--- src/rtl/regfile_sequencer_if.sv ---
// Command handshake between the instruction decoder (master) and the
// register-file sequencer (slave): one register-transfer command per
// CMD_VALID/CMD_READY handshake.
interface regfile_sequencer_if;
    logic       CMD_VALID;
    logic       CMD_READY;
    logic [2:0] CMD_OP;
    logic [2:0] CMD_SRC;
    logic [2:0] CMD_SRC2;
    logic [2:0] CMD_DST;

    modport master (output CMD_VALID, CMD_OP, CMD_SRC, CMD_SRC2, CMD_DST,
                    input  CMD_READY);
    modport slave  (input  CMD_VALID, CMD_OP, CMD_SRC, CMD_SRC2, CMD_DST,
                    output CMD_READY);
endinterface

--- src/rtl/regfile_sequencer.sv ---
// regfile_sequencer: expands one register-transfer command into a 1- or
// 2-cycle sequence of registered register-file / memory / ALU strobes.
// Optional feature: define REGSEQ_ILLEGAL_TRAP_EN to make op 7 trap (sticky
// ILLEGAL, sequencer locked until reset); otherwise op 7 behaves as NOP.
// Every output is a flop: the comb logic computes the value each output
// will hold in the next state, and that value is registered on the edge.
module regfile_sequencer (
    input  logic                       CLK,
    input  logic                       RST_bar,
    regfile_sequencer_if.slave         cmd,
    output logic                       DONE,
    output logic                       ILLEGAL,
    output logic                       MAIN_ASSERT_bar,
    output logic                       MAIN_LOAD_bar,
    output logic                       LHS_ASSERT_bar,
    output logic                       RHS_ASSERT_bar,
    output logic                       ADDR_ASSERT_bar,
    output logic                       ADDR_LOAD_bar,
    output logic                       ADDR_INC,
    output logic [2:0]                 MAIN_ASSERT_SEL,
    output logic [2:0]                 MAIN_LOAD_SEL,
    output logic [2:0]                 LHS_ASSERT_SEL,
    output logic [2:0]                 RHS_ASSERT_SEL,
    output logic [2:0]                 ADDR_ASSERT_SEL,
    output logic [2:0]                 ADDR_LOAD_SEL,
    output logic [2:0]                 ADDR_INC_SEL,
    output logic                       MEM_READ_bar,
    output logic                       MEM_WRITE_bar,
    output logic                       ALU_ASSERT_bar
);
    typedef enum logic [2:0] {S_IDLE, S_EXEC1, S_EXEC2, S_DONE, S_TRAP} state_t;

    localparam logic [2:0] OP_NOP = 3'd0, OP_MOV8 = 3'd1, OP_MOV16 = 3'd2,
                           OP_INC16 = 3'd3, OP_ALU = 3'd4, OP_FETCH = 3'd5,
                           OP_STORE = 3'd6, OP_RSVD = 3'd7;

    // Control word; active-low strobes are stored already inverted.
    typedef struct packed {
        logic       main_assert_bar, main_load_bar, lhs_assert_bar, rhs_assert_bar;
        logic       addr_assert_bar, addr_load_bar, addr_inc;
        logic [2:0] main_assert_sel, main_load_sel, lhs_assert_sel, rhs_assert_sel;
        logic [2:0] addr_assert_sel, addr_load_sel, addr_inc_sel;
        logic       mem_read_bar, mem_write_bar, alu_assert_bar;
    } ctl_t;

    localparam ctl_t CTL_IDLE = '{1'b1, 1'b1, 1'b1, 1'b1, 1'b1, 1'b1, 1'b0,
                                  3'd0, 3'd0, 3'd0, 3'd0, 3'd0, 3'd0, 3'd0,
                                  1'b1, 1'b1, 1'b1};

    state_t     state_q, state_d;
    ctl_t       ctl_q, ctl_d;
    logic       ready_q, done_q;
    logic [2:0] op_q, src_q, src2_q, dst_q;
    logic [2:0] op_c, src_c, src2_c, dst_c;
    logic       accept;

    assign accept = cmd.CMD_VALID && ready_q;

    // The command driving next-cycle strobes: the one being accepted now,
    // otherwise the latched one.
    assign op_c   = accept ? cmd.CMD_OP   : op_q;
    assign src_c  = accept ? cmd.CMD_SRC  : src_q;
    assign src2_c = accept ? cmd.CMD_SRC2 : src2_q;
    assign dst_c  = accept ? cmd.CMD_DST  : dst_q;

    // State register.
    always_ff @(posedge CLK or negedge RST_bar) begin
        if (!RST_bar) state_q <= S_IDLE;
        else          state_q <= state_d;
    end

    // Command latch, loaded only on a handshake.
    always_ff @(posedge CLK or negedge RST_bar) begin
        if (!RST_bar) begin
            op_q <= OP_NOP; src_q <= 3'd0; src2_q <= 3'd0; dst_q <= 3'd0;
        end else if (accept) begin
            op_q <= cmd.CMD_OP; src_q <= cmd.CMD_SRC;
            src2_q <= cmd.CMD_SRC2; dst_q <= cmd.CMD_DST;
        end
    end

    // Next-state: IDLE -> EXEC1 [-> EXEC2] -> DONE -> IDLE, or TRAP.
    always_comb begin
        state_d = state_q;
        case (state_q)
            S_IDLE: if (accept) begin
`ifdef REGSEQ_ILLEGAL_TRAP_EN
                state_d = (cmd.CMD_OP == OP_RSVD) ? S_TRAP : S_EXEC1;
`else
                state_d = S_EXEC1;
`endif
            end
            S_EXEC1: state_d = (op_q == OP_FETCH || op_q == OP_STORE) ? S_EXEC2 : S_DONE;
            S_EXEC2: state_d = S_DONE;
            S_DONE:  state_d = S_IDLE;
            S_TRAP:  state_d = S_TRAP;
            default: state_d = S_IDLE;
        endcase
    end

    // Next-cycle outputs decoded from the next state and command.
    always_comb begin
        ctl_d = CTL_IDLE;
        if (state_d == S_EXEC1 || state_d == S_EXEC2) begin
            case (op_c)
                OP_MOV8: begin
                    ctl_d.main_assert_bar = 1'b0; ctl_d.main_assert_sel = src_c;
                    ctl_d.main_load_bar   = 1'b0; ctl_d.main_load_sel   = dst_c;
                end
                OP_MOV16: begin
                    ctl_d.addr_assert_bar = 1'b0; ctl_d.addr_assert_sel = src_c;
                    ctl_d.addr_load_bar   = 1'b0; ctl_d.addr_load_sel   = dst_c;
                end
                OP_INC16: begin
                    ctl_d.addr_inc = 1'b1; ctl_d.addr_inc_sel = dst_c;
                end
                OP_ALU: begin
                    ctl_d.lhs_assert_bar = 1'b0; ctl_d.lhs_assert_sel = src_c;
                    ctl_d.rhs_assert_bar = 1'b0; ctl_d.rhs_assert_sel = src2_c;
                    ctl_d.alu_assert_bar = 1'b0;
                    ctl_d.main_load_bar  = 1'b0; ctl_d.main_load_sel  = dst_c;
                end
                OP_FETCH: begin
                    ctl_d.addr_assert_bar = 1'b0; ctl_d.addr_assert_sel = src_c;
                    ctl_d.mem_read_bar    = 1'b0;
                    // Second cycle loads the data and post-increments the pointer.
                    if (state_d == S_EXEC2) begin
                        ctl_d.main_load_bar = 1'b0; ctl_d.main_load_sel = dst_c;
                        ctl_d.addr_inc      = 1'b1; ctl_d.addr_inc_sel  = src_c;
                    end
                end
                OP_STORE: begin
                    ctl_d.addr_assert_bar = 1'b0; ctl_d.addr_assert_sel = src_c;
                    ctl_d.main_assert_bar = 1'b0; ctl_d.main_assert_sel = src2_c;
                    // Write strobe only once address and data have settled.
                    if (state_d == S_EXEC2) ctl_d.mem_write_bar = 1'b0;
                end
                default: ;
            endcase
        end
    end

    // Output registers.
    always_ff @(posedge CLK or negedge RST_bar) begin
        if (!RST_bar) begin
            ctl_q   <= CTL_IDLE;
            ready_q <= 1'b1;
            done_q  <= 1'b0;
        end else begin
            ctl_q   <= ctl_d;
            ready_q <= (state_d == S_IDLE);
            done_q  <= (state_d == S_DONE);
        end
    end

`ifdef REGSEQ_ILLEGAL_TRAP_EN
    logic illegal_q;
    // Sticky trap flag, cleared only by reset.
    always_ff @(posedge CLK or negedge RST_bar) begin
        if (!RST_bar)              illegal_q <= 1'b0;
        else if (state_d == S_TRAP) illegal_q <= 1'b1;
    end
    assign ILLEGAL = illegal_q;
`else
    assign ILLEGAL = 1'b0;
`endif

    assign cmd.CMD_READY   = ready_q;
    assign DONE            = done_q;
    assign MAIN_ASSERT_bar = ctl_q.main_assert_bar;
    assign MAIN_LOAD_bar   = ctl_q.main_load_bar;
    assign LHS_ASSERT_bar  = ctl_q.lhs_assert_bar;
    assign RHS_ASSERT_bar  = ctl_q.rhs_assert_bar;
    assign ADDR_ASSERT_bar = ctl_q.addr_assert_bar;
    assign ADDR_LOAD_bar   = ctl_q.addr_load_bar;
    assign ADDR_INC        = ctl_q.addr_inc;
    assign MAIN_ASSERT_SEL = ctl_q.main_assert_sel;
    assign MAIN_LOAD_SEL   = ctl_q.main_load_sel;
    assign LHS_ASSERT_SEL  = ctl_q.lhs_assert_sel;
    assign RHS_ASSERT_SEL  = ctl_q.rhs_assert_sel;
    assign ADDR_ASSERT_SEL = ctl_q.addr_assert_sel;
    assign ADDR_LOAD_SEL   = ctl_q.addr_load_sel;
    assign ADDR_INC_SEL    = ctl_q.addr_inc_sel;
    assign MEM_READ_bar    = ctl_q.mem_read_bar;
    assign MEM_WRITE_bar   = ctl_q.mem_write_bar;
    assign ALU_ASSERT_bar  = ctl_q.alu_assert_bar;
endmodule

--- src/flat_wrapper.sv ---
// flat-port wrapper written by rule: the top's interface ports become plain ports
module regfile_sequencer_flat 
  (CLK, RST_bar, DONE, ILLEGAL, MAIN_ASSERT_bar, MAIN_LOAD_bar, LHS_ASSERT_bar, RHS_ASSERT_bar, ADDR_ASSERT_bar, ADDR_LOAD_bar, ADDR_INC, MAIN_ASSERT_SEL, MAIN_LOAD_SEL, LHS_ASSERT_SEL, RHS_ASSERT_SEL, ADDR_ASSERT_SEL, ADDR_LOAD_SEL, ADDR_INC_SEL, MEM_READ_bar, MEM_WRITE_bar, ALU_ASSERT_bar, cmd_CMD_VALID, cmd_CMD_OP, cmd_CMD_SRC, cmd_CMD_SRC2, cmd_CMD_DST, cmd_CMD_READY);
  regfile_sequencer_if cmd_i ();
  input  logic CLK;
  input  logic RST_bar;
  output logic DONE;
  output logic ILLEGAL;
  output logic MAIN_ASSERT_bar;
  output logic MAIN_LOAD_bar;
  output logic LHS_ASSERT_bar;
  output logic RHS_ASSERT_bar;
  output logic ADDR_ASSERT_bar;
  output logic ADDR_LOAD_bar;
  output logic ADDR_INC;
  output logic [2:0] MAIN_ASSERT_SEL;
  output logic [2:0] MAIN_LOAD_SEL;
  output logic [2:0] LHS_ASSERT_SEL;
  output logic [2:0] RHS_ASSERT_SEL;
  output logic [2:0] ADDR_ASSERT_SEL;
  output logic [2:0] ADDR_LOAD_SEL;
  output logic [2:0] ADDR_INC_SEL;
  output logic MEM_READ_bar;
  output logic MEM_WRITE_bar;
  output logic ALU_ASSERT_bar;
  input wire logic [$bits(cmd_i.CMD_VALID)-1:0] cmd_CMD_VALID;
  input wire logic [$bits(cmd_i.CMD_OP)-1:0] cmd_CMD_OP;
  input wire logic [$bits(cmd_i.CMD_SRC)-1:0] cmd_CMD_SRC;
  input wire logic [$bits(cmd_i.CMD_SRC2)-1:0] cmd_CMD_SRC2;
  input wire logic [$bits(cmd_i.CMD_DST)-1:0] cmd_CMD_DST;
  output wire logic [$bits(cmd_i.CMD_READY)-1:0] cmd_CMD_READY;
  assign cmd_i.CMD_VALID = cmd_CMD_VALID;
  assign cmd_i.CMD_OP = cmd_CMD_OP;
  assign cmd_i.CMD_SRC = cmd_CMD_SRC;
  assign cmd_i.CMD_SRC2 = cmd_CMD_SRC2;
  assign cmd_i.CMD_DST = cmd_CMD_DST;
  assign cmd_CMD_READY = cmd_i.CMD_READY;
  regfile_sequencer u_core (.CLK(CLK), .RST_bar(RST_bar), .cmd(cmd_i), .DONE(DONE), .ILLEGAL(ILLEGAL), .MAIN_ASSERT_bar(MAIN_ASSERT_bar), .MAIN_LOAD_bar(MAIN_LOAD_bar), .LHS_ASSERT_bar(LHS_ASSERT_bar), .RHS_ASSERT_bar(RHS_ASSERT_bar), .ADDR_ASSERT_bar(ADDR_ASSERT_bar), .ADDR_LOAD_bar(ADDR_LOAD_bar), .ADDR_INC(ADDR_INC), .MAIN_ASSERT_SEL(MAIN_ASSERT_SEL), .MAIN_LOAD_SEL(MAIN_LOAD_SEL), .LHS_ASSERT_SEL(LHS_ASSERT_SEL), .RHS_ASSERT_SEL(RHS_ASSERT_SEL), .ADDR_ASSERT_SEL(ADDR_ASSERT_SEL), .ADDR_LOAD_SEL(ADDR_LOAD_SEL), .ADDR_INC_SEL(ADDR_INC_SEL), .MEM_READ_bar(MEM_READ_bar), .MEM_WRITE_bar(MEM_WRITE_bar), .ALU_ASSERT_bar(ALU_ASSERT_bar));
endmodule
--- config.mk ---
export PLATFORM = sky130hd
export DESIGN_NAME = regfile_sequencer_flat
export DESIGN_NICKNAME = d
export VERILOG_FILES = /design/src/rtl/regfile_sequencer_if.sv /design/src/rtl/regfile_sequencer.sv /design/src/flat_wrapper.sv
export SDC_FILE = /design/constraint.sdc
export NUM_CORES = 1
export LEC_CHECK = 0
export CAP_MARGIN = 20
export CORE_ASPECT_RATIO = 1.4
export CORE_UTILIZATION = 47
export DETAILED_ROUTE_END_ITERATION = 10
export PLACE_DENSITY = 0.82
export SLEW_MARGIN = 30
export SYNTH_ARGS = -nofsm -noshare
export SYNTH_HDL_FRONTEND = slang
export SYNTH_SLANG_ARGS = --single-unit
--- constraint.sdc ---
create_clock -name CLK -period 2.04 [get_ports CLK]
set_input_delay 0.408 -clock CLK [delete_from_list [all_inputs] [get_ports CLK]]
set_output_delay 0.408 -clock CLK [all_outputs]
set_load 0.005 [all_outputs]
==> results of run 1 <==
flip-flops by register name, indices dropped and copies added, names as in the netlist, 3 cells and up:
| signal | count |
|---|---|
| u_core.op_q | 3 |
| u_core.RHS_ASSERT_SEL | 3 |
| u_core.src_q | 3 |
| u_core.ADDR_INC_SEL | 3 |
| u_core.ADDR_ASSERT_SEL | 3 |
| u_core.LHS_ASSERT_SEL | 3 |
| u_core.state_q | 3 |
| u_core.MAIN_LOAD_SEL | 3 |
| u_core.ADDR_LOAD_SEL | 3 |
| u_core.src2_q | 3 |
| u_core.dst_q | 3 |
| u_core.MAIN_ASSERT_SEL | 3 |
logic make-up (layout without fill, tap and decap cells):
family / count (synthesis) / count (layout) / synth area share
flip-flops: 46 / 46 / 0.625
other: 1 / 1 / 0.00202
AO/OA/AOI/OAI: 26 / 26 / 0.0970
multiplexers: 10 / 10 / 0.0579
AND/OR/NAND/NOR: 50 / 50 / 0.161
buffers and inverters: 17 / 80 / 0.0472
XOR/XNOR: 2 / 2 / 0.00944
worst register-to-register path, delay by kind of cell (launching register included):
family / cells / cell delay [ns]
AO/OA/AOI/OAI: 1 / 0.09
multiplexers: 1 / 0.26
flip-flops: 1 / 0.59
AND/OR/NAND/NOR: 2 / 0.37
buffers and inverters: 2 / 0.37
path summary, 6_finish.rpt:
check | from | endpoint
worst max-delay path | u_core.cmd.CMD_READY | u_core.MAIN_ASSERT_SEL[2]
worst min-delay path | RST_bar | u_core.src2_q[1]
worst max register to register | u_core.cmd.CMD_READY | u_core.MAIN_ASSERT_SEL[2]
worst min register to register | u_core.dst_q[0] | u_core.dst_q[0]
max in group asynchronous | RST_bar | u_core.MAIN_ASSERT_bar
min in group CLK | u_core.dst_q[0] | u_core.dst_q[0]
layout by cell type (no fill, tap or decap), types with 3 or more instances in the layout:
cell,instances
mux2i_1,6
dfstp_2,8
nor3_1,4
nor2b_1,4
o21ai_1,5
nand2_1,5
clkbuf_8,5
nand4_1,3
nor2_1,7
nand3_1,12
mux2_2,3
a211oi_1,3
inv_1,8
dfrtp_1,38
a21oi_1,9
clkdlybuf4s50_1,46
and2_1,4
buf_4,15
per-layer routing:
metal  vias up  track usage  part of all wire
met1       643        0.239              0.38
li1        647            -                 -
met3        13       0.0539             0.059
met5         -            0                 0
met2        55        0.377              0.53
met4         0        0.118             0.032
power by group:
part / switching [mW] / internal [mW] / total [mW]
clock: 0.288 / 0.235 / 0.523
sequential: 0.144 / 1.13 / 1.27
combinational: 0.647 / 0.564 / 1.21
cell type report:
class | instances | share of cell area
clock inverter | 1 | 0.00296
sequential | 46 | 0.458
multi-input combinational | 89 | 0.240
tap | 42 | 0.0207
timing repair buffer | 63 | 0.236
clock buffer | 6 | 0.0286
inverter | 10 | 0.0148
per-stage QoR:
| stage | TNS (ns) | std cells |
|---|---|---|
| finish | 0 | 257 |
| floorplan | 0 | 152 |
| global placement | -0.00632 | 250 |
| detailed placement | -0.390 | 250 |
| global route | 0 | 257 |
| CTS | 0 | 257 |
==> summary.md, run 1 <==
| Metric | Value |
|---|---|
| Status | `completed` |
| Clock slew at reported path FFs | `0.08 ns` |
| CP cell instances | `and2_1 > buf_4 > mux2i_1 > inv_1 > nand3_1 > a21oi_1` |
| Sequential cell area fraction in the yosys report | `0.625` |
| Buf+Inv Stages, Crit Path | `2` |
| Placement Cell Area | `2460 sq um` |
| Layout cells sized above 1 | `0.205` |
| DR vias | `1358` |
| Fmax | `553 MHz` |
| Stages on worst setup path | `6` |
| Later-pin clock latency in the skew report | `0.30 ns` |
| Clock period minus worst slack | `1.81 ns` |
| Die W | `55.1 um` |
| Hold WC Path Type | `in -> async` |
| Setup ws final | `0.231 ns` |
| Slew headroom | `0.638` |
| RSZ-0062 raised after global routing | `no` |
| Syn_nets | `167` |
| NumNets Final | `230` |
| Area occupied by multi-input gates | `608 sq um` |
| Synth warn | `0` |
| Worst slack, placed | `-0.0722 ns` |
| Fin. max-slew vios | `0` |
| Routed len/inst | `15.8 um` |
| Worst Path Class, Setup | `reg -> reg` |
| Min Hold Slack | `0.0737 ns` |
| Initial antenna violation count | `0` |
| Peak VDD IR | `829 uV` |
| DRC viols | `0` |
| CTS root buf | `clkbuf_8` |
| Mapped Area | `1860 sq um` |
| Die height | `76.4 um` |
| Final setup viols | `0` |
| Final Hold Fails | `0` |
| Fillers | `280` |
| Critical Path RT | `2.20 ns` |
| DP HPWL | `2960 um` |
| TritonCTS clock tree | `built` |
| Top cells by area, synth | `dfrtp_1 (51%), dfstp_2 (11%), mux2i_1 (3.2%), nand3_1 (3.2%), a21oi_1 (2.4%)` |
| Area Growth Syn to Fin | `36.7%` |
| Clock Skew | `0.00297 ns` |
| Post-synth top area share | `0.512` |
| FF+latch area | `1160 sq um` |
| Worst setup EP type | `flop` |
| Hold_buf cts | `0` |
| Initial cell density of the core | `0.501` |
| R2R cell count | `6` |
| Mapped Cells | `152` |
| Largest net degree at the start of global routing | `47` |
| DR vias/cell | `5.28` |
| Final Cell Area | `2540 sq um` |
| GPL Wtd Cong | `0.892` |
| Worst slew pin tran | `0.538 ns` |
| Number of port buffers | `47` |
| Max stage delay on crit path | `0.59 ns` |
| Total CTS buffers | `5` |
| Register bit total from synthesis | `46` |
| Final period util | `0.887` |
| Placeable Area | `3710 sq um` |
| Asr flop ratio synth | `1.00` |
| Total power | `3.00 mW` |
| Router iterations before antenna repair | `4` |
| Synth cell types | `41` |
| Pwr/cell area | `1180 nW/um^2` |
| N_diodes | `0` |
| P_leak | `1.08 nW` |
| Most frequent cell after synthesis | `dfrtp_1` |
| CP startpoint kind | `flop` |
| Post-route ant nets | `0` |
| Clk sink count | `46` |
| Detailed Route Iter0 Violations | `40` |
| DRT Wirelength | `4070 um` |
| Setup Buffers After CTS | `0` |
| Post-synth top cells | `dfrtp_1 (38), nand3_1 (12), a21oi_1 (9)` |
| Worst-case clock buffer depth | `2` |
| # rows | `26` |
| Synth area leader | `dfrtp_1` |
| Max Cap Violations | `0` |
| Io pins | `49` |
| Top_reg_cell synth | `dfrtp_1` |
| Die Area | `4210 sq um` |
| H-tree depth | `2` |
| Total Routing Usage GR | `0.222` |
| Flop2flop setup slack | `0.23 ns` |
| Mean area per synthesized cell | `12.2 sq um` |
| Worst EP arrival | `1.97 ns` |
| Fin util | `0.684` |
| GR Overflow Total | `0` |
| First-pass GRT wire length | `6560 um` |
| CP max stage cell | `dfstp_2` |
| Vias in the first global route | `1451` |
| CP Max Fanout | `12` |
| Post-cts repair resize count | `0` |
| Top delay family on crit path | `flip-flops` |
| Post-synth EDFFs | `0` |
Power figures use the tool's default switching activity.
==> inputs of run 2 (changes only) <==
--- a/config.mk
+++ b/config.mk
@@ -5,7 +5,7 @@
 export SDC_FILE = /design/constraint.sdc
 export NUM_CORES = 1
 export LEC_CHECK = 0
-export CAP_MARGIN = 20
+export CAP_MARGIN = 40
 export CORE_ASPECT_RATIO = 1.4
 export CORE_UTILIZATION = 47
 export DETAILED_ROUTE_END_ITERATION = 10
==> results of run 2 <==
No change in the layout: final DEF, timing and power equal those of run 1.
==> inputs of run 3 (changes only) <==
--- a/config.mk
+++ b/config.mk
@@ -5,12 +5,13 @@
 export SDC_FILE = /design/constraint.sdc
 export NUM_CORES = 1
 export LEC_CHECK = 0
-export CAP_MARGIN = 40
+export ABC_CLOCK_PERIOD_IN_PS = 2040
+export CAP_MARGIN = 5
 export CORE_ASPECT_RATIO = 1.4
 export CORE_UTILIZATION = 47
 export DETAILED_ROUTE_END_ITERATION = 10
 export PLACE_DENSITY = 0.82
-export SLEW_MARGIN = 30
+export SLEW_MARGIN = 0
 export SYNTH_ARGS = -nofsm -noshare
 export SYNTH_HDL_FRONTEND = slang
 export SYNTH_SLANG_ARGS = --single-unit
==> results of run 3 <==
No change in the layout: final DEF, timing and power equal those of run 1.
